--- src/rtl/mem_port_arbiter_pkg.sv ---
// Shared definitions for the program/data RAM port arbiter: FSM encoding,
// requester IDs and default bus widths.
package mem_port_arbiter_pkg;

  localparam int AW_DEF = 8;
  localparam int DW_DEF = 16;

  typedef enum logic [1:0] {
    IDLE   = 2'b00,
    ACCESS = 2'b01,
    DONE   = 2'b10
  } state_t;

  localparam logic OWN_CPU = 1'b0;
  localparam logic OWN_DBG = 1'b1;

endpackage

--- src/rtl/rr_pick2.sv ---
// Combinational two-way round-robin chooser: a lone request wins outright,
// a tie goes to the port that did not win last time.
module rr_pick2
  import mem_port_arbiter_pkg::*;
(
  input  logic [1:0] req,
  input  logic       last,
  output logic       grant_valid,
  output logic       grant_id
);

  always_comb begin
    // NOTE: every output gets a default first so no path can infer a latch.
    grant_valid = |req;
    grant_id    = OWN_CPU;
    unique case (req)
      2'b01:   grant_id = OWN_CPU;
      2'b10:   grant_id = OWN_DBG;
      2'b11:   grant_id = ~last;
      default: grant_id = OWN_CPU;
    endcase
  end

endmodule

--- src/rtl/vDFF.sv ---
// Plain N-bit D flip-flop bank. Any reset handling is muxed ahead of D by the user.
module vDFF #(
  parameter int N = 1
) (
  input  logic         clk,
  input  logic [N-1:0] D,
  output logic [N-1:0] Q
);

  // NOTE: flops are written with <= so every register samples pre-edge values.
  always_ff @(posedge clk) Q <= D;

endmodule

--- src/rtl/mem_port_arbiter.sv ---
// Shares the single-ported program/data RAM between the CPU memory port and the
// debug/loader port; one 3-cycle IDLE/ACCESS/DONE transaction at a time.
module mem_port_arbiter
  import mem_port_arbiter_pkg::*;
#(
  parameter int AW = AW_DEF,
  parameter int DW = DW_DEF
) (
  input  logic          clk,
  input  logic          reset,

  input  logic          cpu_req,
  input  logic          cpu_we,
  input  logic [AW-1:0] cpu_addr,
  input  logic [DW-1:0] cpu_wdata,
  output logic          cpu_ack,
  output logic [DW-1:0] cpu_rdata,

  input  logic          dbg_req,
  input  logic          dbg_we,
  input  logic [AW-1:0] dbg_addr,
  input  logic [DW-1:0] dbg_wdata,
  output logic          dbg_ack,
  output logic [DW-1:0] dbg_rdata,

  output logic [AW-1:0] mem_addr,
  output logic [DW-1:0] mem_wdata,
  output logic          mem_write,
  input  logic [DW-1:0] mem_rdata,

  output logic          busy,
  output logic          owner
);

  state_t        w_state;
  state_t        w_state_next;
  logic [1:0]    w_state_d;
  logic [1:0]    w_state_q;

  logic          w_grant_valid;
  logic          w_grant_id;
  logic          w_grant;
  logic          w_sel_we;
  logic [AW-1:0] w_sel_addr;
  logic [DW-1:0] w_sel_wdata;

  logic          r_we;
  logic [AW-1:0] r_mem_addr;
  logic [DW-1:0] r_mem_wdata;
  logic          r_mem_write;
  logic          r_owner;
  logic          r_last_owner;
  logic          r_cpu_ack;
  logic          r_dbg_ack;
  logic [DW-1:0] r_cpu_rdata;
  logic [DW-1:0] r_dbg_rdata;

  rr_pick2 u_pick (
    .req         ({dbg_req, cpu_req}),
    .last        (r_last_owner),
    .grant_valid (w_grant_valid),
    .grant_id    (w_grant_id)
  );

  assign w_grant = (w_state == IDLE) && w_grant_valid;

  assign w_sel_we    = (w_grant_id == OWN_DBG) ? dbg_we    : cpu_we;
  assign w_sel_addr  = (w_grant_id == OWN_DBG) ? dbg_addr  : cpu_addr;
  assign w_sel_wdata = (w_grant_id == OWN_DBG) ? dbg_wdata : cpu_wdata;

  always_comb begin
    w_state_next = w_state;
    unique case (w_state)
      IDLE:    if (w_grant_valid) w_state_next = ACCESS;
      ACCESS:  w_state_next = DONE;
      DONE:    w_state_next = IDLE;
      default: w_state_next = IDLE;
    endcase
  end

  assign w_state_d = reset ? w_state_next : IDLE;

  vDFF #(.N(2)) u_state_reg (
    .clk (clk),
    .D   (w_state_d),
    .Q   (w_state_q)
  );

  assign w_state = state_t'(w_state_q);

  // Address/data latch straight into the RAM-facing registers, so they hold
  // their last value outside ACCESS without any extra muxing.
  always_ff @(posedge clk) begin
    if (!reset) begin
      r_we         <= 1'b0;
      r_mem_addr   <= '0;
      r_mem_wdata  <= '0;
      r_mem_write  <= 1'b0;
      r_owner      <= OWN_CPU;
      r_last_owner <= OWN_DBG;
      r_cpu_ack    <= 1'b0;
      r_dbg_ack    <= 1'b0;
      r_cpu_rdata  <= '0;
      r_dbg_rdata  <= '0;
    end else begin
      r_mem_write <= 1'b0;
      r_cpu_ack   <= 1'b0;
      r_dbg_ack   <= 1'b0;

      if (w_grant) begin
        r_owner      <= w_grant_id;
        r_last_owner <= w_grant_id;
        r_we         <= w_sel_we;
        r_mem_addr   <= w_sel_addr;
        r_mem_wdata  <= w_sel_wdata;
        r_mem_write  <= w_sel_we;
      end

      if (w_state == ACCESS) begin
        r_cpu_ack <= (r_owner == OWN_CPU);
        r_dbg_ack <= (r_owner == OWN_DBG);
      end

      if ((w_state == DONE) && !r_we) begin
        if (r_owner == OWN_CPU) r_cpu_rdata <= mem_rdata;
        else                    r_dbg_rdata <= mem_rdata;
      end
    end
  end

  // A reset arriving during ACCESS must keep the pending write out of the RAM,
  // so the registered enable is also qualified by reset.
  assign mem_write = r_mem_write & reset;
  assign mem_addr  = r_mem_addr;
  assign mem_wdata = r_mem_wdata;

  // RAM data only arrives in DONE, so the ack cycle forwards it directly and
  // the holding register takes over from the next cycle on.
  assign cpu_rdata = (r_cpu_ack && !r_we) ? mem_rdata : r_cpu_rdata;
  assign dbg_rdata = (r_dbg_ack && !r_we) ? mem_rdata : r_dbg_rdata;

  assign cpu_ack = r_cpu_ack;
  assign dbg_ack = r_dbg_ack;
  assign busy    = (w_state != IDLE);
  assign owner   = r_owner;

endmodule

--- config.mk ---
export PLATFORM = sky130hd
export DESIGN_NAME = mem_port_arbiter
export DESIGN_NICKNAME = d
export VERILOG_FILES = /design/src/rtl/mem_port_arbiter_pkg.sv /design/src/rtl/rr_pick2.sv /design/src/rtl/vDFF.sv /design/src/rtl/mem_port_arbiter.sv
export SDC_FILE = /design/constraint.sdc
export NUM_CORES = 1
export LEC_CHECK = 0
export ABC_AREA = 1
export ABC_CLOCK_PERIOD_IN_PS = 2000
export BUFFER_PORTS_ARGS = -buffer_cell sky130_fd_sc_hd__buf_2
export CAP_MARGIN = 0
export CELL_PAD_IN_SITES_DETAIL_PLACEMENT = 0
export CELL_PAD_IN_SITES_GLOBAL_PLACEMENT = 2
export CORE_ASPECT_RATIO = 0.9
export CORE_MARGIN = 3
export CORE_UTILIZATION = 27
export DETAILED_ROUTE_END_ITERATION = 8
export MAX_ROUTING_LAYER = met4
export PLACE_DENSITY = 0.92
export SETUP_SLACK_MARGIN = 0.5
export SLEW_MARGIN = 20
export SYNTH_ARGS = -nofsm -noshare
export SYNTH_HDL_FRONTEND = slang
export SYNTH_SLANG_ARGS = --single-unit
--- constraint.sdc ---
create_clock -name clk -period 2 [get_ports clk]
set_input_delay 0.1 -clock clk [delete_from_list [all_inputs] [get_ports clk]]
set_output_delay 0.1 -clock clk [all_outputs]
set_load 0.02 [all_outputs]
### Word-level counts from Yosys, hierarchy flattened

Cells that the tools add are included.

* muxes and demuxes: 8
* reductions and logical operators: 12
* equal/unequal tests: 5
* bitwise operators: 3

Operators by type and width (number)
* $mux W16: 3
* $mux W8: 1
* $reduce_and A2 Y1: 4
* $eq A2 B2 Y1 const B: 3
* $logic_and A1 B1 Y1: 4
* $pmux W2 S2: 1
* $eq A2 B1 Y1 const B: 1
* $logic_not A2 Y1: 1
* $mux W2: 1
* $ne A2 B2 Y1 const B: 1
* $not A1 Y1: 2
* $pmux W1 S2: 1
* $reduce_bool A2 Y1: 1
* $reduce_or A2 Y1: 1
* $and A1 B1 Y1: 1
* $logic_not A1 Y1: 1
* $mux W1: 1

* bits in registers: 64
* output and inout port bits: 61
* word-level logic and storage cells: 39
* bits of input ports: 70

### Logic depth before layout (Yosys ltp)

* word-level depth: 3
* mapped depth: 7
* mapped depth without buffers: 6

### By module

From an unflattened synthesis, not the netlist that was laid out.

* cell total of the unflattened synthesis: 598
* area total of the unflattened synthesis: 3510.9 sq um

Modules (own cells, without submodules)
* mem_port_arbiter: instances 1, area each 3455.8 sq um, cells each 593
* vDFF: instances 1, area each 40.0 sq um, cells each 2
* rr_pick2: instances 1, area each 15.0 sq um, cells each 3

### Worst setup path after synthesis

Ideal clock, no wire load.

* path type: reg-to-output
* start point: register r_cpu_ack (netlist: cpu_ack)
* end point: output cpu_rdata[10]
* arrival time: 1224 ps
* stages on the path, launching flop included: 4
* required time: 1900 ps
* setup slack: 676 ps
* cells stage by stage: dfxtp_1 > nand2_1 > clkbuf_1 > o21ai_0

* longest elaborated chain between the ends: 2

RTL lines
* start: declaration: line mem_port_arbiter.sv:53 `logic r_cpu_ack;`
* start signal: assignment: line mem_port_arbiter.sv:120 `r_cpu_ack <= (r_owner == OWN_CPU);`
* $logic_and A1 B1 Y1: line mem_port_arbiter.sv:139 `assign cpu_rdata = (r_cpu_ack && !r_we) ? mem_rdata : r_cpu_rdata;`
* $mux W16: line mem_port_arbiter.sv:139
* end: declaration: line mem_port_arbiter.sv:17 `output logic [DW-1:0] cpu_rdata,`

Every way passes these cells.

### Final worst setup path

* start point: register r_we
* end point: output dbg_rdata[5]

* longest elaborated chain between the ends: 3

RTL lines
* start: declaration: line mem_port_arbiter.sv:47 `logic r_we;`
* start signal: assignment: line mem_port_arbiter.sv:113 `r_we <= w_sel_we;`
* $logic_not A1 Y1: line mem_port_arbiter.sv:140 `assign dbg_rdata = (r_dbg_ack && !r_we) ? mem_rdata : r_dbg_rdata;`
* $logic_and A1 B1 Y1: line mem_port_arbiter.sv:140
* $mux W16: line mem_port_arbiter.sv:140
* end: declaration: line mem_port_arbiter.sv:24 `output logic [DW-1:0] dbg_rdata,`

Every way passes these cells.

==> impl_metrics.sql <==
INSERT INTO impl_metrics (metric_group, metric, value, unit) VALUES
('clock_network', 'worst_setup_hold_path_clk_slew', '50', 'ps'),
('global_route', 'overflow', '0', ''),
('setup_path', 'arrival', '1320', 'ps'),
('yosys', 'synth_sequential_area_ratio', '0.3739', ''),
('clock_network', 'clockBufferDepth', '2', ''),
('detailed_routing', 'vias', '3671', ''),
('timing', 'fin_tns_setup', '0', 'ps'),
('setup_path', 'cp_slowest_cell', 'dfxtp_4', ''),
('final_layout', 'multi_input_area', '1793', 'sq um'),
('setup_path', 'cp_slowest_stage_delay', '360', 'ps'),
('final_layout', 'drive_above_1_share', '0.2719', ''),
('yosys', 'synth_warnings', '0', ''),
('setup_path', 'timing.critical_path.cells', 'inv_4 > nand2_4 > buf_12 > nand2_1 > o21ai_1 > buf_4', ''),
('yosys', 'synth.top_cells.by_area', 'dfxtp_1 (37%), nand2_1 (16%), nor2_1 (13%)', ''),
('clock_network', 'insertion_delay', '330', 'ps'),
('global_route', 'gr-usage-all-layers', '0.1530', ''),
('yosys', 'ys_top_cells_by_count', 'nand2_1 (147), nor2_1 (116), dfxtp_1 (64)', ''),
('clock_network', 'cts_made_buffers', '9', ''),
('yosys', 'synth-edff-count', '0', ''),
('clock_network', 'postCtsHoldBufs', '0', ''),
('place', 'port_buffers', '130', ''),
('timing', 'finalSetupViolCount', '0', ''),
('yosys', 'yosys_register_bits', '64', ''),
('final_layout', 'seqCellArea', '1285', 'sq um'),
('timing', 'relative_max_transition_margin', '0.6086', ''),
('yosys', 'synth_largest_type_area_fraction', '0.3739', ''),
('final_layout', 'fillCellCount', '1367', ''),
('power_and_ir_drop', 'leakage', '2.336', 'nW'),
('yosys', 'synth.avg_cell_area', '6.346', 'sq um'),
('final_layout', 'num-nets-final', '727', ''),
('place', 'detailedPlacementHpwl', '7262', 'um'),
('timing', 'fin_skew', '6.267', 'ps'),
('power_and_ir_drop', 'pwr_density_cell', '859.0', 'nW/um^2'),
('yosys', 'dominantRegCellSynth', 'dfxtp_1', ''),
('setup_path', 'critical_path.max_fanout', '16', ''),
('yosys', 'syn-num-nets', '610', ''),
('clock_network', 'tritoncts', 'yes', ''),
('die', 'number_of_top_level_pins', '131', ''),
('power_and_ir_drop', 'worst_ir_drop_vdd', '0.0004054', 'V'),
('timing', 'fmax', '702.3', 'MHz'),
('global_route', 'maximum_number_of_pins_on_one_net_before_global_route_repair', '49', ''),
('clock_network', 'cts-htree-levels', '3', ''),
('setup_path', 'end_kind', 'primary output', ''),
('global_route', 'first_global_vias', '3394', ''),
('setup_path', 'critPathLaunchType', 'flop', ''),
('setup_path', 'worst_ep_required_time', '1900', 'ps'),
('setup_path', 'criticalPathCategory', 'reg -> out', ''),
('die', 'initial_core_util', '0.2805', ''),
('outcome', 'status', 'completed', ''),
('global_route', 'antenna_found_initial', '1', ''),
('die', 'fp.coreArea', '12220', 'sq um'),
('yosys', 'synthesis.area', '3427', 'sq um'),
('die', 'die-height', '112.9', 'um'),
('setup_path', 'critical-path-top-delay-family', 'buffers and inverters', ''),
('die', 'dieArea', '14080', 'sq um'),
('detailed_routing', 'detail_route.wl_per_cell', '12.59', 'um'),
('yosys', 'synth.most_common_cell', 'nand2_1', ''),
('timing', 'unrepaired_setup_endpoints_after_global_routing', 'yes', ''),
('flow_run', 'max-cap-violations', '0', ''),
('yosys', 'synth_largest_area_cell', 'dfxtp_1', ''),
('clock_network', 'clock-root-buffer', 'clkbuf_16', ''),
('detailed_routing', 'total_wirelength', '10370', 'um'),
('worst_hold_path', 'hold_class', 'in -> reg', ''),
('place', 'gp_routability_congestion', '0.7853', ''),
('global_route', 'grt_pass1_wl', '17230', 'um'),
('timing', 'finalMaxSlewViolations', '0', ''),
('detailed_routing', 'detailedRoute.firstIterationViolations', '254', ''),
('clock_network', 'tritoncts_num_sinks', '64', ''),
('die', 'fp-row-count', '38', ''),
('final_layout', 'area_growth_syn_to_layout', '35.60', '%'),
('setup_path', 'worstPathBufferInverterCount', '3', ''),
('final_layout', 'final_core_utilization', '0.3803', ''),
('detailed_routing', 'route.antenna.remaining_nets', '0', ''),
('detailed_routing', 'first_pass_iters', '4', ''),
('timing', 'worst_pin_slew', '586.4', 'ps'),
('die', 'die_w', '124.8', 'um'),
('detailed_routing', 'avgViaCountPerCell', '4.461', ''),
('detailed_routing', 'drcViolationCount', '0', ''),
('yosys', 'syn_inst', '540', ''),
('yosys', 'ys_types', '21', ''),
('timing', 'post-route-min-period', '1424', 'ps'),
('yosys', 'ys_async_sr_fraction', '0', ''),
('timing', 'layout_worst_path_cycle_share', '0.7119', ''),
('timing', 'final-hold-violation-count', '0', '');
## timing repair
| item | CTS | global route |
|---|---|---|
| gates resized for setup | 36 | 20 |
| setup buffers | 3 | 0 |
| gates cloned | 1 | 1 |
| pin swaps | 1 | 0 |
| endpoints found under the setup margin | 32 | 26 |
## logic make-up after synthesis
group,after synthesis,synth area share
flip-flops,64,0.3739
buffers and inverters,87,0.1135
AO/OA/AOI/OAI,58,0.1055
AND/OR/NAND/NOR,331,0.4071
## flip-flops by register name, summed over array words and instances (netlist names)
name / count
owner: 1
r_last_owner: 1
r_cpu_rdata: 16
dbg_ack: 1
r_we: 1
mem_addr: 8
mem_wdata: 16
u_state_reg.Q: 2
r_dbg_rdata: 16
cpu_ack: 1
r_mem_write: 1
## through the flow
step	setup slack [ps]	total power, mW	instances	hold slack (ps)	cell area [sq um]
2_1_floorplan	676.0	2.000	540	301.7	3427
3_3_place_gp	459.7	2.255	801	439.2	4169
3_5_place_dp	408.3	2.266	801	448.9	4169
4_1_cts	514.0	4.041	821	93.35	4614
5_1_grt	475.5	4.236	823	110.5	4647
6_report	576.1	3.992	823	107.5	4647
## worst paths after layout
check	start	slack (ps)	to	cells past startpoint
hold reg to reg	r_last_owner	470	r_last_owner	2
setup / recovery	r_we	580	dbg_rdata[5]	6
setup reg to reg	u_state_reg.Q[1]	590	mem_wdata[2]	6
hold / removal	dbg_addr[0]	110	mem_addr[0]	5
## metal layers
metal / vias to the layer above / share of wire / GRT usage
met5: - / 0 / -
met4: 0 / 0.011 / 0.05259
met3: 9 / 0.090 / 0.04719
met2: 138 / 0.42 / 0.2183
met1: 1582 / 0.48 / 0.2053
li1: 1942 / - / -
## placed cells by master (no fill, tap or decap), drive strengths merged
cell | Yosys | routed
clkinv | 0 | 2
bufinv | 0 | 2
clkinvlp | 0 | 2
inv | 48 | 48
nand4 | 32 | 32
diode | 0 | 1
dfxtp | 64 | 64
clkbuf | 9 | 10
nand3 | 30 | 30
a21oi | 1 | 1
o21ai | 33 | 33
nor2 | 121 | 122
a21boi | 24 | 24
nand2 | 148 | 148
buf | 30 | 144
## where the power goes
group	internal, mW	switching, mW
sequential	1.37	0.0478
clock	1.13	0.599
combinational	0.305	0.543
total	2.80	1.19
## worst register-to-register path: stages (launching register included)
cell and delay (ps):
dfxtp_1 350, inv_2 90, nand2_2 100, nor2_2 480
nand2_1 100, nor2_1 140, nor2_1 50
## cell type report
class                      count  share of cell area
multi-input combinational    390              0.3858
sequential                    64              0.2765
timing repair buffer         144              0.1834
clock buffer                  10             0.05143
tap                          160             0.04308
inverter                      48             0.03931
clock inverter                 6             0.01992
antenna                        1           0.0005385
(Power assumes the default switching activity.)
